## src/rtl/mem_pkg.sv

```systemverilog
// Shared types and constants for the MEM-stage data-memory access unit.
package mem_pkg;

  localparam int TIMEOUT_CYCLES_DEFAULT = 15;

  typedef enum logic [1:0] {
    ST_IDLE,
    ST_REQ,
    ST_DONE
  } mem_state_e;

  localparam logic [1:0] ERR_NONE     = 2'd0;
  localparam logic [1:0] ERR_MISALIGN = 2'd1;
  localparam logic [1:0] ERR_TIMEOUT  = 2'd2;
  localparam logic [1:0] ERR_ILLEGAL  = 2'd3;

  typedef struct packed {
    logic        reg_write;
    logic        mem_to_reg;
    logic [4:0]  rd;
    logic [63:0] read_data;
    logic [63:0] result;
  } mw_t;

endpackage

```

## src/rtl/mem_timeout_ctr.sv

```systemverilog
// Cycle counter for an outstanding memory request; expired flags the cycle
// on which the count would reach the limit.
module mem_timeout_ctr #(
  parameter int W = 8
) (
  input  logic         clk,
  input  logic         reset,
  input  logic         clear,
  input  logic         enable,
  input  logic [W-1:0] limit,
  output logic         expired
);

  logic [W-1:0] cnt;
  logic [W:0]   cnt_nxt;

  assign cnt_nxt = {1'b0, cnt} + {{W{1'b0}}, 1'b1};
  assign expired = (cnt_nxt == {1'b0, limit});

  always_ff @(posedge clk) begin
    if (reset || clear) cnt <= '0;
    else if (enable)    cnt <= cnt_nxt[W-1:0];
  end

endmodule

```

## src/rtl/mem_access_unit.sv

```systemverilog
// MEM stage: drives a handshaked data-memory port, stalls the front of the
// pipeline while a request is outstanding, and owns the MEM/WB register.
module mem_access_unit
  import mem_pkg::*;
#(
  parameter int TIMEOUT_CYCLES = TIMEOUT_CYCLES_DEFAULT
) (
  input  logic        clk,
  input  logic        reset,
  input  logic        EM_MemRead,
  input  logic        EM_MemWrite,
  input  logic        EM_MemtoReg,
  input  logic        EM_RegWrite,
  input  logic [4:0]  EM_RD,
  input  logic [63:0] EM_Result,
  input  logic [63:0] EM_WriteData,
  output logic        mem_req,
  output logic        mem_we,
  output logic [63:0] mem_addr,
  output logic [63:0] mem_wdata,
  input  logic        mem_ack,
  input  logic [63:0] mem_rdata,
  output logic        stall,
  output logic        MW_RegWrite,
  output logic        MW_MemtoReg,
  output logic [4:0]  MW_RD,
  output logic [63:0] MW_ReadData,
  output logic [63:0] MW_Result,
  output logic        mem_err,
  output logic [1:0]  mem_err_code
);

  localparam logic [7:0] LIMIT = 8'(TIMEOUT_CYCLES);

  mem_state_e  state, state_n;
  logic        is_mem, illegal, misalign, access;
  logic        ctr_clear, ctr_en, expired;
  logic [1:0]  fault_code;
  logic [63:0] rdata_q;
  logic        timed_out;
  mw_t         mw;

  assign is_mem   = EM_MemRead | EM_MemWrite;
  assign illegal  = EM_MemRead & EM_MemWrite;
  assign misalign = is_mem & (EM_Result[2:0] != 3'b000);
  assign access   = (EM_MemRead ^ EM_MemWrite) & ~misalign;

  mem_timeout_ctr #(.W(8)) u_timeout (
    .clk     (clk),
    .reset   (reset),
    .clear   (ctr_clear),
    .enable  (ctr_en),
    .limit   (LIMIT),
    .expired (expired)
  );

  always_comb begin
    state_n    = state;
    stall      = 1'b0;
    ctr_clear  = 1'b0;
    ctr_en     = 1'b0;
    fault_code = ERR_NONE;
    unique case (state)
      ST_IDLE: begin
        if (access) begin
          state_n   = ST_REQ;
          stall     = 1'b1;
          ctr_clear = 1'b1;
        end else if (illegal) begin
          fault_code = ERR_ILLEGAL;
        end else if (misalign) begin
          fault_code = ERR_MISALIGN;
        end
      end
      ST_REQ: begin
        stall  = 1'b1;
        ctr_en = ~mem_ack;
        // ack takes priority over a simultaneous expiry
        if (mem_ack || expired) state_n = ST_DONE;
      end
      ST_DONE: begin
        // EX/MEM still holds the finished access, so no re-detection here
        state_n = ST_IDLE;
        if (timed_out) fault_code = ERR_TIMEOUT;
      end
      default: state_n = ST_IDLE;
    endcase
  end

  always_ff @(posedge clk) begin
    if (reset) begin
      state        <= ST_IDLE;
      mem_req      <= 1'b0;
      mem_we       <= 1'b0;
      mem_addr     <= '0;
      mem_wdata    <= '0;
      rdata_q      <= '0;
      timed_out    <= 1'b0;
      mw           <= '0;
      mem_err      <= 1'b0;
      mem_err_code <= ERR_NONE;
    end else begin
      state <= state_n;
      if (state == ST_IDLE && access) begin
        mem_req   <= 1'b1;
        mem_we    <= EM_MemWrite;
        mem_addr  <= EM_Result;
        mem_wdata <= EM_WriteData;
      end else if (state == ST_REQ && state_n == ST_DONE) begin
        mem_req   <= 1'b0;
        mem_we    <= 1'b0;
        timed_out <= ~mem_ack;
        rdata_q   <= (mem_ack && EM_MemRead) ? mem_rdata : '0;
      end
      if (!stall) begin
        mw.reg_write  <= EM_RegWrite & (fault_code == ERR_NONE);
        mw.mem_to_reg <= EM_MemtoReg;
        mw.rd         <= EM_RD;
        mw.read_data  <= (state == ST_DONE) ? rdata_q : '0;
        mw.result     <= EM_Result;
        mem_err       <= (fault_code != ERR_NONE);
        mem_err_code  <= fault_code;
      end else begin
        mem_err      <= 1'b0;
        mem_err_code <= ERR_NONE;
      end
    end
  end

  assign MW_RegWrite = mw.reg_write;
  assign MW_MemtoReg = mw.mem_to_reg;
  assign MW_RD       = mw.rd;
  assign MW_ReadData = mw.read_data;
  assign MW_Result   = mw.result;

endmodule

```

## config.mk

```make
export PLATFORM = sky130hd
export DESIGN_NAME = mem_access_unit
export DESIGN_NICKNAME = d
export VERILOG_FILES = /design/src/rtl/mem_pkg.sv /design/src/rtl/mem_timeout_ctr.sv /design/src/rtl/mem_access_unit.sv
export SDC_FILE = /design/constraint.sdc
export NUM_CORES = 1
export LEC_CHECK = 0
export ABC_CLOCK_PERIOD_IN_PS = 3100
export BUFFER_PORTS_ARGS = -buffer_cell sky130_fd_sc_hd__buf_2
export CELL_PAD_IN_SITES_DETAIL_PLACEMENT = 1
export CELL_PAD_IN_SITES_GLOBAL_PLACEMENT = 2
export CORE_MARGIN = 4
export CORE_UTILIZATION = 27
export DETAILED_ROUTE_END_ITERATION = 10
export PLACE_DENSITY_LB_ADDON = 0.1
export SLEW_MARGIN = 10
export SYNTH_ARGS = -nofsm -noshare
export SYNTH_HDL_FRONTEND = slang
export SYNTH_HIERARCHICAL = 1
export SYNTH_SLANG_ARGS = --single-unit
```

## constraint.sdc

```tcl
create_clock -name clk -period 3.1 [get_ports clk]
set_input_delay 0.62 -clock clk [delete_from_list [all_inputs] [get_ports clk]]
set_output_delay 0.62 -clock clk [all_outputs]
set_load 0.02 [all_outputs]
```

==> results of run 1 <==
## where the power goes
part           switching (mW)  internal (mW)
Clock                    1.90           2.88
Combinational           0.826          0.378
Sequential             0.0860           4.59
Total                    2.82           7.84
## sequential cells by signal, indices dropped and copies added (netlist names), 2 cells and up
name / count
mem_addr: 64
MW_Result: 64
mem_err_code: 2
state: 2
MW_ReadData: 64
mem_wdata: 64
u_timeout/cnt: 8
rdata_q: 64
MW_RD: 5
## metrics by stage
stage,hold slack (ns),std cells
3_3_place_gp,0.436,2321
2_1_floorplan,0.450,1351
4_1_cts,0.228,2391
3_5_place_dp,0.443,2321
6_report,0.272,2399
5_1_grt,0.246,2395
## metal layers
layer  vias up  track usage  wire length [µm]
met5         -            0               163
met3        85       0.0747              4180
li1       5360            -                 -
met1      5164        0.227             19900
met2       309        0.304             21300
met4        24       0.0645              1290
## worst max-delay path, cell delays in order
cell    delay, ns
buf_2        0.12
inv_1        0.05
ha_1         0.37
or4b_1       0.47
a21o_4       0.23
inv_4        0.09
buf_2        0.20
## cell type report
class                   count  area [µm²]
fillers                  5223       27300
flip-flops and latches    343        6870
multi-input cells         894        4470
repair buffers            490        2590
clock buffers              57        1210
well taps                 585         732
clock inverters            13         121
inverters                   9        38.8
diodes                      8        20.0
## kinds of logic (layout without fill, tap and decap cells)
logic type / count (synthesis) / after routing / share of synthesized area
fa+ha+maj: 4 / 4 / 0.00421
simple gates: 514 / 514 / 0.170
xor+xnor: 16 / 16 / 0.0118
flops: 343 / 343 / 0.577
mux: 1 / 1 / 0.000841
buf+inv: 114 / 569 / 0.0524
compound gates: 346 / 346 / 0.183
other cells: 2 / 21 / 0.000631
## worst min path at each step
stage / start / to
floorplan: rdata_q[0] / rdata_q[0]
global placement: MW_Result[15] / MW_Result[15]
detailed placement: MW_RD[1] / MW_RD[1]
CTS: mem_rdata[15] / rdata_q[15]
global route: mem_rdata[54] / rdata_q[54]
finish: mem_rdata[15] / rdata_q[15]
## cells in the final DEF, fill, tap and decap left out, drive strengths merged, types with 2 or more instances in the layout
master    n
a211oi    2
and2      2
or2       2
diode     8
bufinv    2
nor3b     2
nand3     5
clkbuf   58
and3      3
o211ai    2
ha        4
a22oi    65
buf     489
nor3      5
a22o     66
xnor2     6
nor2b     4
nand4     4
inv      10
o21ai     2
nor2     80
xor2     10
conb     13
nand2   401
dfxtp   343
a21oi   203
clkinv    9
==> out/metrics.cfg, run 1 <==
[run_status]
status=finished, final reports clean

[cells_and_area]
syn2layout_area_growth_pct=34.9
utilization=0.370
stdcell_area_um2=16100
nets=1987
final_layout_size_suffix_gt1_frac=0.312

[floorplan]
die_w_um=218
die_h_um=218
core_um2=43400
rows=76
io_pins=473
initial_core_util=0.274
dieArea_um2=47500

[clock_network]
cts.sinks=343
cts-root-buf=clkbuf_16
clock_path_buffers=3
hold_buffers=0
cts_resized=0
cts_setup_buffers=0
clock_latency_ns=0.55
cts_buffers=41
cts_tree=built
clkSlewWorstSetupHoldPaths_ns=0.06
h-tree-depth=2

[global_routing]
grt_util_all_layers=0.188
grt_max_degree=172
grt_pass1_vias=11200
overflow=0
grt_pass1_wl_um=69700
antenna_found_initial=20

[route]
wl_per_cell_um=19.5
wl_um=46800
drtPass1Iterations=4
drc=0
vias_per_cell=4.56
drt-initial-drc-count=527
detail-route-antenna-nets=0
vias=10900

[logic_synthesis]
synthArstFlopShare=0
syn-cell-area_um2=11900
ys_seq_area_frac=0.577
synth_top_cell_area_share=0.577
syn_area_per_cell_um2=8.88
synth_cell_types=43
synth-edff-count=0
yosys.area.top_type=dfxtp_1
synth_flop_cell=dfxtp_1
yosysMostFrequentCell=nand2_1
synth_area_leaders=dfxtp_1 (58%), nand2_1 (13%), a21oi_1 (8.5%)
synthTopCellsByCount=nand2_1 (401), dfxtp_1 (343), a21oi_1 (203)
synth_seq_cells=343
yosysWarnings=6
syn-instance-count=1340

[min_path]
holdPathStages=2
min-delay-path-class=in -> reg

[timing]
finClkSkew_ns=0.0116
finalSetupTns_ns=0
setup_viol=0
grt_setup_unrepaired=false
finalWorstSetupSlack_ns=0.319
max_freq_ghz=0.360
maxSlewViolCount=0
maxSlewHeadroom=0.268
min_period_ns=2.78
hold_violations=0
tightestPinTransition_ns=1.10
period_share=0.897

[power_and_ir_drop]
powerDensity_nw_per_um2=664
cellLeakagePower_nw=7.22
ir_worst_vdd_mv=0.374
total_power_mw=10.7

[setup_path]
cp.required_ns=2.48
crit_end=stall
r2r_end=rdata_q[49]
cp-end-kind=primary output
arrival_ns=2.16
ff2ff_path_depth=10
start_kind=primary input
ff2ff_setup_slack_ns=0.32
crit_start=EM_MemRead
cp_max_fo=6
r2r-start=u_timeout/cnt[1]
path_class=in -> out

[place]
gp_congestion=0.771
place_area_um2=14700
io_buffers=472
dp_slack_ns=0.163
hpwl_um=32300

[run]
timing.max_cap.violations=0

Power figures use the tool's default switching activity.
==> inputs of run 2 (changes only) <==
--- a/config.mk
+++ b/config.mk
@@ -5,12 +5,12 @@
 export SDC_FILE = /design/constraint.sdc
 export NUM_CORES = 1
 export LEC_CHECK = 0
-export ABC_CLOCK_PERIOD_IN_PS = 3100
+export ABC_CLOCK_PERIOD_IN_PS = 2400
 export BUFFER_PORTS_ARGS = -buffer_cell sky130_fd_sc_hd__buf_2
 export CELL_PAD_IN_SITES_DETAIL_PLACEMENT = 1
 export CELL_PAD_IN_SITES_GLOBAL_PLACEMENT = 2
 export CORE_MARGIN = 4
-export CORE_UTILIZATION = 27
+export CORE_UTILIZATION = 24
 export DETAILED_ROUTE_END_ITERATION = 10
 export PLACE_DENSITY_LB_ADDON = 0.1
 export SLEW_MARGIN = 10
==> constraint.sdc (replaced) <==
create_clock -name clk -period 2.4 [get_ports clk]
set_input_delay 0.48 -clock clk [delete_from_list [all_inputs] [get_ports clk]]
set_output_delay 0.48 -clock clk [all_outputs]
set_load 0.02 [all_outputs]
==> out/metrics.cfg, run 2 (synthesized netlist as in run 1, its figures left out) <==
[power_and_ir_drop]
cellLeakagePower_nw=7.44
ir_worst_vdd_mv=0.413
pwr-share-comb=0.119
internal_power_mw=10.1
clockPowerShare=0.444
powerDensity_nw_per_um2=830
switchingPower_mw=3.73
seq_power_share=0.437
swShare=0.269

[clock_network]
hold_buffers=0
h-tree-depth=2
cts_tree=built
cts.sinks=343
clock_latency_ns=0.56
cts_buffers=43
cts-root-buf=clkbuf_16
clock_path_buffers=3
clkSlewWorstSetupHoldPaths_ns=0.06

[place]
hpwl_um=34300
gp_congestion=0.764
io_buffers=472
place_area_um2=15200

[floorplan]
die_w_um=231
core_um2=49000
die_h_um=231
io_pins=473
rows=81
initial_core_util=0.243
dieArea_um2=53200

[route]
drtPass1Iterations=4
vias_per_cell=4.43
drc=0
detail-route-antenna-nets=0
drt-initial-drc-count=417
wl_per_cell_um=19.1
vias=11200
wl_um=48200

[global_routing]
grt_pass1_vias=11400
antenna_found_initial=15
grt_util_all_layers=0.172
overflow=0
grt_pass1_wl_um=71800
grt_max_degree=108

[run_status]
status=finished with violations
failed_checks=setup timing

[timing]
min_period_ns=2.48
tightestPinTransition_ns=0.666
max_freq_ghz=0.403
finalWorstSetupSlack_ns=-0.0823
grt_setup_unrepaired=true
maxSlewViolCount=0
period_share=1.03
hold_violations=0
hold_ws_ns=0.126
finClkSkew_ns=0.00534
maxSlewHeadroom=0.554
setup_viol=19

[setup_path]
cp_slowest_cell=a311o_1
start_kind=flip-flop
cp_max_fo=12
cp.required_ns=2.90
cp-end-kind=flip-flop
max_stage_delay_ns=0.35
crit_top_cell=buf_12
arrival_ns=2.99
cp_cell_sequence=and3_4 > a311o_1 > a22o_1 > nor4_2 > nor2_1 > or2_4 > nor3_4 > buf_12 > buf_12 > buf_12 > a22o_1
path_class=reg -> reg

[cells_and_area]
syn2layout_area_growth_pct=40.1
nets=2025
mostFrequentLayoutCells=buf_2 (470), nand2_1 (401), dfxtp_1 (338)
final_layout_size_suffix_gt1_frac=0.328
stdcell_area_um2=16700
final_common_cell=buf_2

[run]
timing.max_cap.violations=0

[min_path]
min-delay-path-class=in -> reg

-- run 2: changes by cell type in the layout (fill, tap and decap cells not counted), sizes merged --
cell | before | now
buf | 489 | 525
clkbuf | 58 | 71
clkinv | 9 | 3
bufinv | 2 | 0
inv | 10 | 12
clkinvlp | 1 | 0
-- run 2: repair_timing --
action / CTS / global route
endpoints found under the setup margin: 63 / 66
cloned: 1 / 1
pin swaps: 2 / 1
gates resized for setup: 7 / 7
setup buffers: 2 / 1
-- run 2: layout make-up --
type	count	area [µm²]
fillers	5843	32300
clock buffers	70	1280
flip-flops and latches	343	6870
clock inverters	6	41.3
repair buffers	526	3070
multi-input cells	894	4520
well taps	664	831
diodes	8	20.0
inverters	9	38.8
-- run 2: per-layer routing --
layer,GRT usage,wire [µm],share of wire,vias up
li1,-,-,-,5453
met3,0.0803,4710,0.098,78
met1,0.204,20000,0.41,5289
met2,0.284,22300,0.46,319
met5,0,97,0.0020,-
met4,0.0432,1100,0.023,14
-- run 2: power by group through the flow --
stage,Sequential [mW],Clock [mW],Combinational [mW]
finish,6.04,6.14,1.65
global route,6.07,6.64,1.81
global placement,6.16,0,1.67
floorplan,6.43,0,0.638
detailed placement,6.17,0,1.68
CTS,6.05,6.39,1.69
-- run 2: final timing paths --
check | cells after the start | endpoint | slack [ns] | from
max | 11 | rdata_q[21] | -0.08 | u_timeout/cnt[4]
min | 2 | rdata_q[32] | 0.13 | mem_rdata[32]
max reg2reg | 11 | rdata_q[21] | -0.08 | u_timeout/cnt[4]
min reg2reg | 2 | MW_Result[29] | 0.45 | MW_Result[29]
-- run 2: metrics by stage --
step / total power, mW / setup TNS, ns / util / setup WS (ns) / instances
4_1_cts: 14.1 / -0.00142 / 0.339 / -0.00142 / 2510
6_report: 13.8 / -0.989 / 0.341 / -0.0823 / 2520
3_3_place_gp: 7.83 / -3.74 / 0.310 / -0.0718 / 2431
5_1_grt: 14.5 / -9.91 / 0.340 / -0.231 / 2515
2_1_floorplan: 7.06 / -0.274 / - / -0.00456 / 1351
3_5_place_dp: 7.85 / -5.13 / 0.310 / -0.101 / 2431
-- run 2: critical path, delay by kind of cell, from the launching register on --
| family | cells | cell delay, ns |
|---|---|---|
| AND/OR/NAND/NOR | 5 | 0.98 |
| AO/OA/AOI/OAI | 3 | 0.70 |
| buffers and inverters | 3 | 0.42 |
| flip-flops | 1 | 0.32 |
==> inputs of run 3 (changes only) <==
==> constraint.sdc (replaced) <==
create_clock -name clk -period 2.4 [get_ports clk]
set_input_delay 0.12 -clock clk [delete_from_list [all_inputs] [get_ports clk]]
set_output_delay 0.12 -clock clk [all_outputs]
set_load 0.02 [all_outputs]
==> out/metrics.cfg, run 3 (synthesized netlist as in run 1, its figures left out) <==
[setup_path]
cp-end-kind=flip-flop
ff2ff_path_depth=11
cp_slowest_cell=dfxtp_2
ff2ff_setup_slack_ns=0.07
cp_cell_sequence=ha_4 > xor2_1 > a211oi_1 > o211ai_1 > nor4_2 > nor2_1 > or2_4 > nor3_4 > buf_12 > clkbuf_16 > a22o_1
arrival_ns=2.82
start_kind=flip-flop
path_class=reg -> reg
r2r_end=rdata_q[7]
cp_max_fo=11
max_stage_delay_ns=0.34
cp.required_ns=2.90
r2r-start=u_timeout/cnt[1]

[timing]
period_share=0.969
max_freq_ghz=0.430
finalSetupTns_ns=0
min_period_ns=2.33
grt_setup_unrepaired=true
setup_viol=0
hold_violations=0
hold_ws_ns=0.138
maxSlewViolCount=0
tightestPinTransition_ns=0.708
maxSlewHeadroom=0.528
finClkSkew_ns=0.0167

[global_routing]
overflow=0
grt_pass1_vias=12200
antenna_found_initial=1
grt_util_all_layers=0.176
grt_max_degree=130
grt_pass1_wl_um=74500

[power_and_ir_drop]
internal_power_mw=10.2
seq_power_share=0.433
cellLeakagePower_nw=8.18
clockPowerShare=0.433
powerDensity_nw_per_um2=755
ir_worst_vdd_mv=0.459
switchingPower_mw=3.74
pwr-share-comb=0.134
swShare=0.268

[cells_and_area]
syn2layout_area_growth_pct=55.3
utilization=0.377
nets=2208
final_common_cell=buf_2
mostFrequentLayoutCells=buf_2 (471), nand2_1 (401), dfxtp_1 (340)
final_layout_size_suffix_gt1_frac=0.288
final_cells=2695
stdcell_area_um2=18500

[route]
drt-initial-drc-count=460
wl_per_cell_um=18.3
drc=0
detail-route-antenna-nets=0
vias_per_cell=4.37
wl_um=49400
vias=11800
drtPass1Iterations=4

[min_path]
worstHoldEndpoint=mem_err
holdPathStages=4
min-delay-path-class=in -> reg
min-delay-start=EM_MemWrite

[clock_network]
cts.sinks=343
clock_latency_ns=0.56
cts_buffers=41
clkSlewWorstSetupHoldPaths_ns=0.06
clock_path_buffers=3
h-tree-depth=2
cts-root-buf=clkbuf_16
cts_tree=built

[run]
timing.max_cap.violations=0

[place]
hpwl_um=32400
place_inst=2413
io_buffers=472
gp_congestion=0.753
place_area_um2=15000

[floorplan]
rows=81
initial_core_util=0.243
die_h_um=231
dieArea_um2=53200
core_um2=49000
die_w_um=231
io_pins=473

[run_status]
status=finished, final reports clean

-- run 3: cell type report --
class	instances	area [µm²]
diodes	3	7.51
clock buffers	66	1250
clock inverters	5	51.3
fillers	5843	30500
inverters	9	38.8
multi-input cells	894	4500
flip-flops and latches	343	6870
well taps	664	831
repair buffers	711	4920
-- run 3: worst max path at each step --
stage                startpoint          end  cells after the start
6_report       u_timeout/cnt[1]   rdata_q[7]                     11
5_1_grt        u_timeout/cnt[1]  rdata_q[62]                     11
4_1_cts        u_timeout/cnt[1]   rdata_q[8]                     11
3_5_place_dp   u_timeout/cnt[1]  rdata_q[33]                     10
3_3_place_gp   u_timeout/cnt[1]  rdata_q[41]                     10
2_1_floorplan  u_timeout/cnt[3]  rdata_q[10]                     10
-- run 3: repair_timing --
action                                 CTS  global route
hold buffers                           202             0
buffers inserted                         1             0
gates cloned                             2             3
pin swaps                                3             1
setup endpoints to repair               64            64
endpoints found under the hold margin  284             0
resized for setup                       10             1
-- run 3: layer usage --
layer	track usage	vias to the layer above	part of all wire
met4	0.0504	0	0.022
met1	0.221	5640	0.44
li1	-	5789	-
met5	0	-	0
met3	0.0487	62	0.066
met2	0.296	296	0.48
-- run 3: through the flow --
stage               total power, mW  setup slack, ns
floorplan                      7.06         -0.00456
global placement               7.77           -0.133
detailed placement             7.79           -0.147
CTS                            14.2           0.0210
global route                   14.6          -0.0721
finish                         14.0           0.0748
-- run 3: power groups by stage --
stage / clock network (mW) / registers [mW] / logic [mW]
after CTS: 6.30 / 6.04 / 1.91
after global placement: 0 / 6.15 / 1.62
after global routing: 6.51 / 6.06 / 2.05
after floorplan: 0 / 6.43 / 0.636
final: 6.04 / 6.04 / 1.87
after detailed placement: 0 / 6.16 / 1.63
-- run 3: critical path, delay by kind of cell, from the launching register on --
family,cells,cell delay [ns]
AO/OA/AOI/OAI,3,0.43
buffers and inverters,2,0.38
adder cells (fa/ha/maj),1,0.27
XOR/XNOR,1,0.06
AND/OR/NAND/NOR,4,0.78
flip-flops,1,0.34
